==> src/rtl/nettlp_tx_sched.sv <==
// NetTLP transmit scheduler: round-robin packet arbitration between two TLP streams,
// then emits the Ethernet/IPv4/UDP/NetTLP header followed by the granted TLP beats.
module nettlp_tx_sched #(
    parameter logic [7:0]  IP_TTL       = 8'd64,
    parameter logic [15:0] UDP_PORT_CH0 = 16'h3000,
    parameter logic [15:0] UDP_PORT_CH1 = 16'h4000
) (
    input  logic        clk,
    input  logic        rst,
    input  logic        tx_en,
    input  logic [47:0] mac_dst,
    input  logic [47:0] mac_src,
    input  logic [31:0] ip_saddr,
    input  logic [31:0] ip_daddr,
    input  logic [31:0] tstamp,
    input  logic        s0_tvalid,
    output logic        s0_tready,
    input  logic [63:0] s0_tdata,
    input  logic [7:0]  s0_tkeep,
    input  logic        s0_tlast,
    input  logic [10:0] s0_tlp_len,
    input  logic        s1_tvalid,
    output logic        s1_tready,
    input  logic [63:0] s1_tdata,
    input  logic [7:0]  s1_tkeep,
    input  logic        s1_tlast,
    input  logic [10:0] s1_tlp_len,
    output logic        m_tvalid,
    input  logic        m_tready,
    output logic [63:0] m_tdata,
    output logic [7:0]  m_tkeep,
    output logic        m_tlast,
    output logic        m_tuser,
    output logic [9:0]  seq_num
);

    typedef enum logic [1:0] {
        ST_IDLE,
        ST_CALC,
        ST_HDR,
        ST_BODY
    } state_t;

    state_t      state_q, state_d;
    logic        ch_q, ch_d;
    logic        last_grant_q, last_grant_d;
    logic [9:0]  seq_q, seq_d;
    logic [10:0] tlp_len_q, tlp_len_d;
    logic [31:0] tstamp_q, tstamp_d;
    logic [15:0] tot_len_q, tot_len_d;
    logic [15:0] udp_len_q, udp_len_d;
    logic [15:0] csum_q, csum_d;
    logic [2:0]  beat_q, beat_d;

    logic        grant_req;
    logic        grant_ch;
    logic [15:0] ip_id;
    logic [15:0] udp_port;
    logic [15:0] tot_len_calc;
    logic [15:0] udp_len_calc;
    logic [19:0] csum_sum;
    logic [16:0] csum_fold1;
    logic [15:0] csum_fold2;
    logic [63:0] hdr_word;

    // Contention goes to the channel that did not win last time.
    assign grant_req = tx_en && (s0_tvalid || s1_tvalid);
    assign grant_ch  = (s0_tvalid && s1_tvalid) ? ~last_grant_q : s1_tvalid;

    assign ip_id        = {6'b0, seq_q};
    assign udp_port     = ch_q ? UDP_PORT_CH1 : UDP_PORT_CH0;
    assign tot_len_calc = {5'b0, tlp_len_q} + 16'd34;
    assign udp_len_calc = {5'b0, tlp_len_q} + 16'd14;

    // Nine 16-bit terms fit in 20 bits; two end-around folds always suffice.
    assign csum_sum = 20'h04500 + {4'b0, tot_len_calc} + {4'b0, ip_id} + 20'h04000
                    + {4'b0, IP_TTL, 8'h11}
                    + {4'b0, ip_saddr[31:16]} + {4'b0, ip_saddr[15:0]}
                    + {4'b0, ip_daddr[31:16]} + {4'b0, ip_daddr[15:0]};
    assign csum_fold1 = {1'b0, csum_sum[15:0]} + {13'b0, csum_sum[19:16]};
    assign csum_fold2 = csum_fold1[15:0] + {15'b0, csum_fold1[16]};

    always_comb begin
        hdr_word = '0;
        case (beat_q)
            3'd0:    hdr_word = {mac_dst, mac_src[47:32]};
            3'd1:    hdr_word = {mac_src[31:0], 16'h0800, 8'h45, 8'h00};
            3'd2:    hdr_word = {tot_len_q, ip_id, 16'h4000, IP_TTL, 8'h11};
            3'd3:    hdr_word = {csum_q, ip_saddr, ip_daddr[31:16]};
            3'd4:    hdr_word = {ip_daddr[15:0], udp_port, udp_port, udp_len_q};
            3'd5:    hdr_word = {16'h0000, 6'b0, seq_q, tstamp_q};
            default: hdr_word = '0;
        endcase
    end

    always_comb begin
        state_d      = state_q;
        ch_d         = ch_q;
        last_grant_d = last_grant_q;
        seq_d        = seq_q;
        tlp_len_d    = tlp_len_q;
        tstamp_d     = tstamp_q;
        tot_len_d    = tot_len_q;
        udp_len_d    = udp_len_q;
        csum_d       = csum_q;
        beat_d       = beat_q;
        m_tvalid     = 1'b0;
        m_tdata      = '0;
        m_tkeep      = '0;
        m_tlast      = 1'b0;
        s0_tready    = 1'b0;
        s1_tready    = 1'b0;

        case (state_q)
            ST_IDLE: begin
                if (grant_req) begin
                    ch_d      = grant_ch;
                    tlp_len_d = grant_ch ? s1_tlp_len : s0_tlp_len;
                    tstamp_d  = tstamp;
                    seq_d     = seq_q + 10'd1;
                    state_d   = ST_CALC;
                end
            end
            ST_CALC: begin
                tot_len_d = tot_len_calc;
                udp_len_d = udp_len_calc;
                csum_d    = ~csum_fold2;
                beat_d    = 3'd0;
                state_d   = ST_HDR;
            end
            ST_HDR: begin
                m_tvalid = 1'b1;
                m_tdata  = hdr_word;
                m_tkeep  = 8'hFF;
                if (m_tready) begin
                    if (beat_q == 3'd5) begin
                        state_d = ST_BODY;
                    end else begin
                        beat_d = beat_q + 3'd1;
                    end
                end
            end
            ST_BODY: begin
                // Framing follows the source tlast only; tlp_len is never checked here.
                if (ch_q) begin
                    m_tvalid  = s1_tvalid;
                    m_tdata   = s1_tdata;
                    m_tkeep   = s1_tkeep;
                    m_tlast   = s1_tlast;
                    s1_tready = m_tready;
                    if (s1_tvalid && m_tready && s1_tlast) begin
                        state_d      = ST_IDLE;
                        last_grant_d = 1'b1;
                    end
                end else begin
                    m_tvalid  = s0_tvalid;
                    m_tdata   = s0_tdata;
                    m_tkeep   = s0_tkeep;
                    m_tlast   = s0_tlast;
                    s0_tready = m_tready;
                    if (s0_tvalid && m_tready && s0_tlast) begin
                        state_d      = ST_IDLE;
                        last_grant_d = 1'b0;
                    end
                end
            end
            default: state_d = ST_IDLE;
        endcase
    end

    always_ff @(posedge clk or posedge rst) begin
        if (rst) begin
            state_q      <= ST_IDLE;
            ch_q         <= 1'b0;
            last_grant_q <= 1'b1;
            seq_q        <= '0;
            tlp_len_q    <= '0;
            tstamp_q     <= '0;
            tot_len_q    <= '0;
            udp_len_q    <= '0;
            csum_q       <= '0;
            beat_q       <= '0;
        end else begin
            state_q      <= state_d;
            ch_q         <= ch_d;
            last_grant_q <= last_grant_d;
            seq_q        <= seq_d;
            tlp_len_q    <= tlp_len_d;
            tstamp_q     <= tstamp_d;
            tot_len_q    <= tot_len_d;
            udp_len_q    <= udp_len_d;
            csum_q       <= csum_d;
            beat_q       <= beat_d;
        end
    end

    assign m_tuser = 1'b0;
    assign seq_num = seq_q;

endmodule
==> config.mk <==
export PLATFORM = sky130hd
export DESIGN_NAME = nettlp_tx_sched
export DESIGN_NICKNAME = d
export VERILOG_FILES = /design/src/rtl/nettlp_tx_sched.sv
export SDC_FILE = /design/constraint.sdc
export NUM_CORES = 1
export LEC_CHECK = 0
export ABC_CLOCK_PERIOD_IN_PS = 13500
export CAP_MARGIN = 10
export CORE_AREA = 2 2 177 179
export CTS_CLUSTER_DIAMETER = 50
export CTS_CLUSTER_SIZE = 28
export DETAILED_ROUTE_END_ITERATION = 10
export DIE_AREA = 0 0 179 181
export PLACE_DENSITY = 0.68
export SKIP_CTS_REPAIR_TIMING = 1
export SLEW_MARGIN = 20
export SYNTH_ARGS = -nofsm -noshare
export SYNTH_HDL_FRONTEND = slang
export SYNTH_SLANG_ARGS = --single-unit
==> constraint.sdc <==
create_clock -name clk -period 13.5 [get_ports clk]
set_input_delay 2.7 -clock clk [delete_from_list [all_inputs] [get_ports clk]]
set_output_delay 2.7 -clock clk [all_outputs]
set_load 0.03 [all_outputs]
# Word level (Yosys, flattened, before mapping)
# Cells that the tools add are included.
classes:
  add_sub_neg: 14
  eq_ne: 15
  mux: 29
  bitwise: 2
  n_reduce_logical: 15
op_table:
  columns: ["cell", "count"]
  rows:
  - ["one-hot mux 64 bit (6 select lines)", 1]
  - ["one-hot mux 64 bit (2 select lines)", 1]
  - ["two-way mux 64 bit", 1]
  - ["adder 20 x 16 -> 20 bit", 3]
  - ["adder 19 x 16 -> 20 bit", 1]
  - ["adder 18 x 15 -> 19 bit, second input constant", 1]
  - ["adder 17 x 15 -> 18 bit, second input constant", 1]
  - ["adder 16 x 10 -> 17 bit", 1]
  - ["adder 16 x 4 -> 17 bit", 1]
  - ["adder 15 x 12 -> 16 bit, first input constant", 1]
  - ["adder 16 x 1 -> 16 bit", 1]
  - ["NOT 16 bit", 1]
  - ["one-hot mux 8 bit (2 select lines)", 1]
  - ["two-way mux 15 bit", 1]
  - ["adder 11 x 4 -> 12 bit, second input constant", 1]
  - ["adder 11 x 6 -> 12 bit, second input constant", 1]
  - ["two-way mux 2 bit", 6]
  - ["two-way mux 1 bit", 11]
  - ["two-way mux 11 bit", 1]
  - ["adder 10 x 1 -> 10 bit, second input constant", 1]
  - ["two-way mux 8 bit", 1]
  - ["inequality test 2 bit, second input constant", 4]
  - ["one-hot mux 2 bit (4 select lines)", 1]
  - ["equality test 3 x 2 -> 1 bit, second input constant", 2]
  - ["19 further kinds", 30]
totals:
  regBits: 108
  input_bits: 366
  out_inout_bits: 87

# Longest topological paths before layout
logic_depth:
  ltp_word: 12
  depth_mapped: 40
  mapped_depth_nobuf: 38

# Least setup slack after synthesis
# OpenSTA, ideal clock, no wires.
synth_timing:
  path_type: "in2reg"
  startpoint: "input port ip_saddr[3]"
  endpoint: "register csum_q[14]"
  setup_time_ns: 0.124
  arrival_time_ns: 10.326
  setup_slack_ns: 3.050
  path_stages: 35
  n_path_buf: 1
  cell_sequence: "inv_1 -> fa_1 -> inv_1 -> fa_1 -> fa_1 -> inv_1 -> fa_1 -> inv_1 -> ha_1 -> o21ai_1 -> o21ai_1 -> and3_1 -> o21ai_0 -> a21oi_1 -> o21a_1 -> o21ai_0 -> nand2b_1 -> xnor2_1 -> fa_1 -> and2b_1 -> nor2_1 -> nor3b_2 -> and4_1 -> inv_1 -> or3_1 -> nor3_1 -> ha_1 -> and3_1 -> clkbuf_1 -> a21boi_2 -> nand3_2 -> nor4_1 -> o221ai_1 -> and3_1 -> a211o_1"
synth_between:
  elab_chain_len: 6
synth_lines:
  columns: ["element", "line_no", "text"]
  rows:
  - ["start, declared", "13", "input logic [31:0] ip_saddr,"]
  - ["adder 20 x 16 -> 20 bit", "78", "+ {4'b0, ip_saddr[31:16]} + {4'b0, ip_saddr[15:0]}"]
  - ["adder 20 x 16 -> 20 bit (2 in series)", "79", "+ {4'b0, ip_daddr[31:16]} + {4'b0, ip_daddr[15:0]};"]
  - ["adder 16 x 4 -> 17 bit", "80", "assign csum_fold1 = {1'b0, csum_sum[15:0]} + {13'b0, csum_sum[19:16]};"]
  - ["adder 16 x 1 -> 16 bit", "81", "assign csum_fold2 = csum_fold1[15:0] + {15'b0, csum_fold1[16]};"]
  - ["NOT 16 bit", "127", "csum_d = ~csum_fold2;"]
  - ["end signal, assigned", "192", "csum_q <= csum_d;"]
  - ["end, declared", "52", "logic [15:0] csum_q, csum_d;"]
# No other way between the ends.
# A chain may end at the register's enable or synchronous reset.

# Worst setup path in the final report
# Ends and elaborated chain as after synthesis.

==> results.cfg <==
[timing]
worst_slew_pin_slew_ps = 983.4
fin_skew_ps = 7.907
rsz0062_at_grt = no
worst_slack_ps = 1967
tns_ps = 0
relSlewSlack_pct = 34.44
fin_crit_ps = 11530
max_freq_ghz = 0.08670
slew_viol_final = 0
hold_viol = 0
final-setup-viol-count = 0
finalCritPeriodShare_pct = 85.43

[synth]
synth_cell_types = 77
syn_inst = 1230
synth_area_um2 = 10660
yosysTopAreaCellShare_pct = 22.78
yosys.area.top_type = dfrtp_1
synth_fp_nets = 1710
synth_seq_cells = 98
synth.area.top_cells = dfrtp_1, mux2_2, fa_1
synth_edf_count = 0
ys_seq_area_share_pct = 23.03
avgSynthCellArea_um2 = 8.663
async_reset_ff_share_pct = 100.0
yosys_most_used_dff = dfrtp_1
ys_warn_count = 0

[cts]
tritoncts = done
clk_latency_ps = 360
cts.sinks = 98
cts_buffer_depth = 2
cts-htree-levels = 3
cts_buffers = 9
clkSlewWorstSetupHoldPaths_ps = 70
ctsRootBufferMaster = clkbuf_16

[floorplanning]
core_region_area_um2 = 30350
dieArea_um2 = 32400
row_count = 64
start_util_pct = 35.11
die_w_um = 179
die_y_um = 181
io_pins = 453

[worst_setup_path]
crit_required_ps = 13750
rrSetupSlack_ps = 3630
critical_path_arrival_ps = 11780
cpMostUsedCell = inv_1
cp-end-kind = flop
worstPathMaxFanout = 6
critPathLaunchType = primary input
path_class = primary input to flop
slowest_delay_ps = 610
crit_slowest_cell = clkdlybuf4s50_1

[flow_run]
maxCapViolations = 0

[routing]
route.detailed.drc = 0
drt_iter0_drc = 1136
wl_mm = 50.90
ant_nets = 0
via_per_inst = 5.651
via_count = 11450
wire_per_inst_um = 25.12
firstDrtPassIters = 6

[worst_hold_path]
hp-class = flop to flop

[final_layout]
fin_nets = 2100
drive_gt1_share_pct = 9.969
area_growth_pct = 48.64

[global_route]
grt_first_pass_wirelength_mm = 73.82
grt_pass1_vias = 11580
grt_remaining_overflow = 0
grt_max_degree = 67
antenna_found_initial = 7
grt.total_usage_pct = 30.90

[place]
routabilityCongestion = 0.9512
hpwl_mm = 41.58
portBuffers = 451
dp_slack_ps = 1601

[status]
outcome = completed
final timing paths:
check | from | to | cells after the start
min in group asynchronous | rst | tstamp_q[22] | 2
worst min-delay path | tstamp_q[10] | tstamp_q[10] | 2
max in group asynchronous | rst | ch_q | 3
worst min register to register | tstamp_q[10] | tstamp_q[10] | 2
worst max register to register | tlp_len_q[1] | csum_q[14] | 37
worst max-delay path | ip_saddr[3] | csum_q[14] | 35
per-layer routing:
metal	global-route usage (%)	part of all wire [%]
met2	51.06	47
met4	9.398	2.5
met1	40.45	41
met5	0	0.047
met3	6.208	9.2
critical path: cells and delay by family:
kind	cells	cell delay (ps)
AOI/OAI and AO/OA	9	2000
xor gates and xnor gates	1	160
adders and majority gates	7	3010
buffers and inverters	6	970
and+or+nand+nor	12	2930
flip-flops by register name (all words and copies together) (netlist names):
register and cells:
beat_q 3, ch_q 1, csum_q 16, last_grant_q 1, seq_num 10, state_q 2, tlp_len_q 11, tot_len_q 10
tstamp_q 32, udp_len_q 12
layout make-up:
type,count,area [um^2]
Fill cell,2888,14510
Multi-Input combinational cell,934,7480
Timing Repair Buffer,466,4627
Sequential cell,98,2459
Tap cell,396,495.5
Inverter,111,419.2
Clock buffer,12,246.5
Clock inverter,4,98.84
Antenna cell,5,12.51
synth_stat cells, drive strengths merged, types with 5 or more instances:
cell type / number
xnor2: 41
a21o: 16
fa: 53
nand4: 10
nand2b: 7
xor2: 16
and3: 8
clkbuf: 79
nor2: 56
buf: 8
mux2: 100
ha: 61
nand2: 180
a222oi: 59
a22oi: 22
mux2i: 15
dfrtp: 97
nor2b: 9
nand3: 20
inv: 111
nor3: 11
o21a: 5
a221oi: 5
a22o: 25
a21oi: 42
o21ai: 99
or3: 6
placed cells by master, fill, tap and decap left out, drive strengths merged, types with 5 or more instances in the layout:
cell type | synthesis | final
a21o | 16 | 16
o21ai | 99 | 99
a222oi | 59 | 59
mux2i | 15 | 15
a22o | 25 | 25
nor3 | 11 | 11
inv | 111 | 112
xnor2 | 41 | 41
a221oi | 5 | 5
or3 | 6 | 6
nor2 | 56 | 56
diode | 0 | 5
ha | 61 | 61
mux2 | 100 | 100
o21a | 5 | 5
nor2b | 9 | 9
clkbuf | 79 | 12
nand4 | 10 | 10
buf | 8 | 15
dfrtp | 97 | 97
clkdlybuf4s50 | 0 | 451
nand3 | 20 | 20
nand2b | 7 | 7
nand2 | 180 | 180
fa | 53 | 53
and3 | 8 | 8
a21oi | 42 | 42
xor2 | 16 | 16
a22oi | 22 | 22
through the flow:
step	hold WS, ps	area [um^2]	util (%)	instances
2_1_floorplan	444.6	10660	-	1230
3_3_place_gp	459.8	15480	51.01	2005
3_5_place_dp	464.5	15480	51.01	2005
4_1_cts	481.7	15830	52.14	2021
5_1_grt	501.9	15840	52.19	2026
6_report	488.4	15840	52.19	2026
cells by family after synthesis:
kind of cell	Yosys count	synth area share (%)
adders and majority gates	114	17.12
other	1	0.03519
DFF	98	23.03
xor gates and xnor gates	57	5.143
buffers and inverters	198	7.104
and+or+nand+nor	332	14.03
muxes	115	12.01
AOI/OAI and AO/OA	315	21.52
Power is not shown: default switching activity piles up to over one toggle a cycle in this logic, so the estimate is an artifact.
